File: src/rtl/cntr8_ctrl.sv
// cntr8_ctrl: command sequencer driving the step/load/inc/d_in controls of the 8-bit up/down counter.
// Optional sticky wrap flag is compiled in when CNTR8_CTRL_WRAP_FLAG_EN is defined.
module cntr8_ctrl #(
  parameter int WIDTH = 8
) (
  input  logic             clk,
  input  logic             reset,
  input  logic             cmd_valid,
  output logic             cmd_ready,
  input  logic [1:0]       cmd_op,
  input  logic [WIDTH-1:0] cmd_arg,
  output logic             step,
  output logic             load,
  output logic             inc,
  output logic [WIDTH-1:0] d_in,
  input  logic [WIDTH-1:0] cnt_val,
  output logic             busy,
  output logic             done,
  output logic [WIDTH-1:0] result,
  output logic             wrap
);

  localparam logic [1:0] ST_IDLE = 2'd0;
  localparam logic [1:0] ST_LOAD = 2'd1;
  localparam logic [1:0] ST_STEP = 2'd2;
  localparam logic [1:0] ST_DONE = 2'd3;

  localparam logic [1:0] OP_LOAD  = 2'b00;
  localparam logic [1:0] OP_UP    = 2'b01;
  localparam logic [1:0] OP_DOWN  = 2'b10;
  localparam logic [1:0] OP_CLEAR = 2'b11;

  localparam logic [WIDTH-1:0] VAL_ZERO = {WIDTH{1'b0}};
  localparam logic [WIDTH-1:0] VAL_ONE  = {{(WIDTH-1){1'b0}}, 1'b1};

  logic [1:0]       state_r, state_s;
  logic             step_r, step_s;
  logic             load_r, load_s;
  logic             inc_r, inc_s;
  logic             busy_r, busy_s;
  logic             done_r, done_s;
  logic             ready_r, ready_s;
  logic             dir_r, dir_s;
  logic [WIDTH-1:0] d_in_r, d_in_s;
  logic [WIDTH-1:0] result_r, result_s;
  logic [WIDTH-1:0] remaining_r, remaining_s;
  logic             accept_s;

  assign accept_s = ready_r & cmd_valid;

  // Next-state and datapath decode
  always_comb begin
    state_s     = state_r;
    d_in_s      = d_in_r;
    remaining_s = remaining_r;
    dir_s       = dir_r;
    result_s    = result_r;
    case (state_r)
      ST_IDLE: begin
        if (accept_s) begin
          case (cmd_op)
            OP_LOAD: begin
              state_s = ST_LOAD;
              d_in_s  = cmd_arg;
            end
            OP_CLEAR: begin
              state_s = ST_LOAD;
              d_in_s  = VAL_ZERO;
            end
            OP_UP, OP_DOWN: begin
              dir_s       = (cmd_op == OP_UP);
              remaining_s = cmd_arg;
              // A zero count skips straight to completion without touching the counter
              if (cmd_arg != VAL_ZERO) begin
                state_s = ST_STEP;
              end else begin
                state_s = ST_DONE;
              end
            end
            default: state_s = ST_IDLE;
          endcase
        end else begin
          state_s = ST_IDLE;
        end
      end
      ST_LOAD: state_s = ST_DONE;
      ST_STEP: begin
        remaining_s = remaining_r - VAL_ONE;
        if (remaining_r == VAL_ONE) begin
          state_s = ST_DONE;
        end else begin
          state_s = ST_STEP;
        end
      end
      ST_DONE: begin
        result_s = cnt_val;
        state_s  = ST_IDLE;
      end
      default: state_s = ST_IDLE;
    endcase
  end

  // Output decode from the upcoming state so every control is a flop output
  always_comb begin
    step_s  = (state_s == ST_LOAD) || (state_s == ST_STEP);
    load_s  = (state_s == ST_LOAD);
    inc_s   = 1'b0;
    if (state_s == ST_STEP) begin
      inc_s = dir_s;
    end else begin
      inc_s = 1'b0;
    end
    done_s  = (state_s == ST_DONE);
    busy_s  = (state_s != ST_IDLE);
    ready_s = (state_s == ST_IDLE);
  end

  // State and registered outputs
  always_ff @(posedge clk) begin
    if (reset) begin
      state_r     <= ST_IDLE;
      step_r      <= 1'b0;
      load_r      <= 1'b0;
      inc_r       <= 1'b0;
      busy_r      <= 1'b0;
      done_r      <= 1'b0;
      ready_r     <= 1'b1;
      dir_r       <= 1'b0;
      d_in_r      <= VAL_ZERO;
      result_r    <= VAL_ZERO;
      remaining_r <= VAL_ZERO;
    end else begin
      state_r     <= state_s;
      step_r      <= step_s;
      load_r      <= load_s;
      inc_r       <= inc_s;
      busy_r      <= busy_s;
      done_r      <= done_s;
      ready_r     <= ready_s;
      dir_r       <= dir_s;
      d_in_r      <= d_in_s;
      result_r    <= result_s;
      remaining_r <= remaining_s;
    end
  end

  assign cmd_ready = ready_r;
  assign step      = step_r;
  assign load      = load_r;
  assign inc       = inc_r;
  assign d_in      = d_in_r;
  assign busy      = busy_r;
  assign done      = done_r;
  assign result    = result_r;

`ifdef CNTR8_CTRL_WRAP_FLAG_EN
  logic wrap_sticky_r, wrap_sticky_s;
  logic wrap_r, wrap_s;

  // True when the step about to be applied to val crosses the modulo boundary
  function automatic logic wrap_hit(input logic dir, input logic [WIDTH-1:0] val);
    if (dir) begin
      wrap_hit = (val == {WIDTH{1'b1}});
    end else begin
      wrap_hit = (val == VAL_ZERO);
    end
  endfunction

  // Sticky wrap tracking, published alongside result
  always_comb begin
    wrap_sticky_s = wrap_sticky_r;
    wrap_s        = wrap_r;
    if (accept_s) begin
      wrap_sticky_s = 1'b0;
    end else if ((state_r == ST_STEP) && wrap_hit(dir_r, cnt_val)) begin
      wrap_sticky_s = 1'b1;
    end else begin
      wrap_sticky_s = wrap_sticky_r;
    end
    if (state_r == ST_DONE) begin
      wrap_s = wrap_sticky_r;
    end else begin
      wrap_s = wrap_r;
    end
  end

  // Wrap flag registers
  always_ff @(posedge clk) begin
    if (reset) begin
      wrap_sticky_r <= 1'b0;
      wrap_r        <= 1'b0;
    end else begin
      wrap_sticky_r <= wrap_sticky_s;
      wrap_r        <= wrap_s;
    end
  end

  assign wrap = wrap_r;
`else
  assign wrap = 1'b0;
`endif

endmodule

File: config.mk
export PLATFORM = sky130hd
export DESIGN_NAME = cntr8_ctrl
export DESIGN_NICKNAME = d
export VERILOG_FILES = /design/src/rtl/cntr8_ctrl.sv
export SDC_FILE = /design/constraint.sdc
export NUM_CORES = 1
export LEC_CHECK = 0
export ABC_AREA = 0
export CORE_MARGIN = 3
export CORE_UTILIZATION = 42
export DETAILED_ROUTE_END_ITERATION = 10
export PLACE_DENSITY = 0.72
export SYNTH_ARGS = -nofsm -noshare
export SYNTH_HDL_FRONTEND = slang
export SYNTH_SLANG_ARGS = --single-unit
File: constraint.sdc
create_clock -name clk -period 1.9 [get_ports clk]
set_input_delay 0.38 -clock clk [delete_from_list [all_inputs] [get_ports clk]]
set_output_delay 0.38 -clock clk [all_outputs]
set_load 0.1 [all_outputs]
==> results.toml <==
[setup_path]
path_delay_family = "buffers and inverters"
required_ns = 2.08
r2r-start = "remaining_r[0]"
crit_chain = "clkdlybuf4s50_1, nor4_2, a21oi_1, o22ai_2, inv_2, ha_1, or2_2"
r2r_setup_slack_ns = 0.10
worst-r2r-cell-count = 5
slowest_delay_ns = 0.48
crit_type = "input pin to flip-flop"
cp_max_fo = 3
crit_buf_inv = 2
reg2reg_to = "remaining_r[7]"
cp-end-kind = "flip-flop"
crit_slowest_cell = "clkdlybuf4s50_1"
cp_data_arrival_time_ns = 2.01
startpoint_type = "input pin"

[logic_synthesis]
ys_types = 40
async_flop_share = 0
synth_area_per_cell_um2 = 8.94
synth_nets = 210
ys_seq_area_frac = 0.420
synth.cell_area_um2 = 1570
synth_flop_cell = "dfxtp_1"
postSynthCellCount = 176
synth_edf_count = 0
yosys_warnings = 0
synth_seq_cells = 33

[timing]
layout_min_cycle_time_ns = 1.83
skew_ns = 0.00320
layout_setup_ws_ns = 0.0661
fin_crit_sh = 0.965
max_clock_freq_mhz = 545
setup_viol_count_final = 0
rsz0062_at_grt = "true"
slew_viol_final = 0
hold_viol_final = 0
whs_ns = 0.493

[placement]
numPlacedInstances = 280
dpl_worst_slack_ns = -0.463
gp_congestion = 0.843
io_buffers = 42
post-dp-hpwl_um = 3080

[clocking]
cts_tree = "built"
cts_root_buffer = "clkbuf_8"
ctsHoldBuffers = 0
cts_buffers = 5
clkSinkCount = 33
cts_buffer_depth = 2
path_clk_slew_ns = 0.07
h-tree-depth = 2
clk_latency_ns = 0.29

[floorplan]
core_um2 = 3470
std_cell_rows = 21
start_util = 0.454
die_area_um2 = 4520
io-pin-count = 44
die_x_um = 67.2
die_height_um = 67.2

[grt]
grt_pass1_vias = 1373
grt_pass1_wl_um = 6510
grt_max_degree = 18
antenna_found_initial = 0
grtUsageTotal = 0.195
grt-ovfl-total = 0

[route]
wirelength_um = 4030
remaining_drc_errors = 0
first_pass_iters = 4
detail-route-antenna-nets = 0
drt_iter0_markers = 134
wl_per_cell_um = 14.0
avgViaCountPerCell = 5.19
routed-via-count = 1500

[min_path]
hp-class = "flip-flop to flip-flop"
whs_endpoint = "d_in[4]"
worstHoldStart = "d_in[4]"
hold_depth = 2

[layout]
area_delta_synth_final_pct = 48.0
fin_cells = 289
fin_util = 0.672
layout-drive-gt1-share = 0.284
fin_nets = 276
antenna_cells = 0

[outcome]
run_status = "finished clean"

[power]
powerDensity_nw_per_um2 = 879
irDropWorstVdd_mv = 0.840
leakage_uw = 0.00100

[run]
drv_cap = 0
sequential cells by signal, summed over array words and instances, names as in the netlist:
name,count
d_in,8
remaining_r,8
result,8
state_r,2
busy,1
cmd_ready,1
dir_r,1
done,1
inc,1
load,1
step,1
worst reg2reg max path: cells and delay by family, from the launching register on:
family | cells | cell delay, ns
DFF | 1 | 0.32
AOI/OAI and AO/OA | 3 | 0.67
buffers and inverters | 1 | 0.14
and+or+nand+nor | 1 | 0.56
per-stage QoR:
step           total power [uW]  setup TNS [ns]  instance area, um2
6_report                   2050               0                2330
5_1_grt                    2150        -0.00628                2330
4_1_cts                    2060               0                2310
3_5_place_dp               1380           -5.50                2180
3_3_place_gp               1370           -4.31                2180
2_1_floorplan              1170               0                1580
routing by layer:
layer	vias up	wire length, um	share of wire	global-route usage
met1	681	1750	0.43	0.251
met4	0	64	0.016	0.0810
met2	59	1940	0.48	0.306
met3	9	274	0.068	0.0566
met5	-	0	0	0
li1	751	-	-	-
cell type report:
cell class | count | area [um2]
clock inverter | 3 | 46.3
sequential | 33 | 662
multi-input combinational | 124 | 865
fill | 290 | 1140
clock buffer | 5 | 68.8
inverter | 10 | 37.5
tap | 46 | 57.6
timing repair buffer | 68 | 593
power by group:
group	total [uW]	switching (uW)	internal (uW)
clock network	667	275	392
logic	608	372	236
registers	773	34.9	738
cell usage in the layout, fill, tap and decap left out, types with 2 or more instances in the layout:
cell             synthesis  final
nor2b_1                  5      5
o21a_1                   3      2
dfxtp_1                 33     32
dlygate4sd2_1            0      2
o21ai_0                  3      3
dlymetal6s2s_1           0      4
ha_1                    13     12
nor2_1                  24     24
a31oi_1                  2      2
mux2i_1                  9      9
nand4_1                  2      2
clkbuf_8                 0      5
a21oi_1                 16     16
nand2_1                  6      5
inv_1                   10      9
buf_4                    1     46
nor4_1                   5      3
nor4_2                   0      2
nor3b_1                  9      9
nor3_1                   3      3
buf_12                   0      2
nand3_1                  3      3
clkdlybuf4s50_1          0     14
timing repair:
item / CTS / global route
setup endpoints to repair: 13 / 6
pin swaps: 3 / 6
cloned: 0 / 0
buffers inserted: 1 / 0
gates resized for setup: 8 / 7
synthesized netlist by cell type, drive strengths merged (2+ instances only):
library cell / instances / area, um2
a2111oi: 2 / 23.8
nor4: 5 / 31.3
and2: 2 / 12.5
nand4: 2 / 12.5
a21oi: 16 / 80.1
clkbuf: 8 / 31.3
o21ai: 3 / 15.0
inv: 10 / 37.5
mux2i: 9 / 90.1
dfxtp: 33 / 661
nor2: 24 / 90.1
nor3b: 9 / 67.6
a31oi: 2 / 12.5
o21a: 3 / 22.5
nor3: 3 / 15.0
nand2: 6 / 22.5
nor2b: 5 / 31.3
ha: 13 / 163
nand3: 3 / 15.0
worst max path at each step:
stage               slack [ns]  cells after the start             end  startpoint
floorplan                0.001                      9       cmd_ready  state_r[0]
global placement         -0.33                      7  remaining_r[0]   cmd_op[1]
detailed placement       -0.46                      8  remaining_r[7]   cmd_op[1]
CTS                      0.009                      8       cmd_ready  cmd_arg[0]
global route            -0.006                      8       cmd_ready  state_r[0]
finish                    0.07                      7       cmd_ready  cmd_arg[3]
logic make-up after synthesis:
family                     share of synthesized area
and+or+nand+nor                                0.226
AOI/OAI and AO/OA                              0.143
muxes                                         0.0572
buffers and inverters                         0.0485
adders and majority gates                      0.103
other                                        0.00238
DFF                                            0.420
Power figures use the tool's default switching activity.
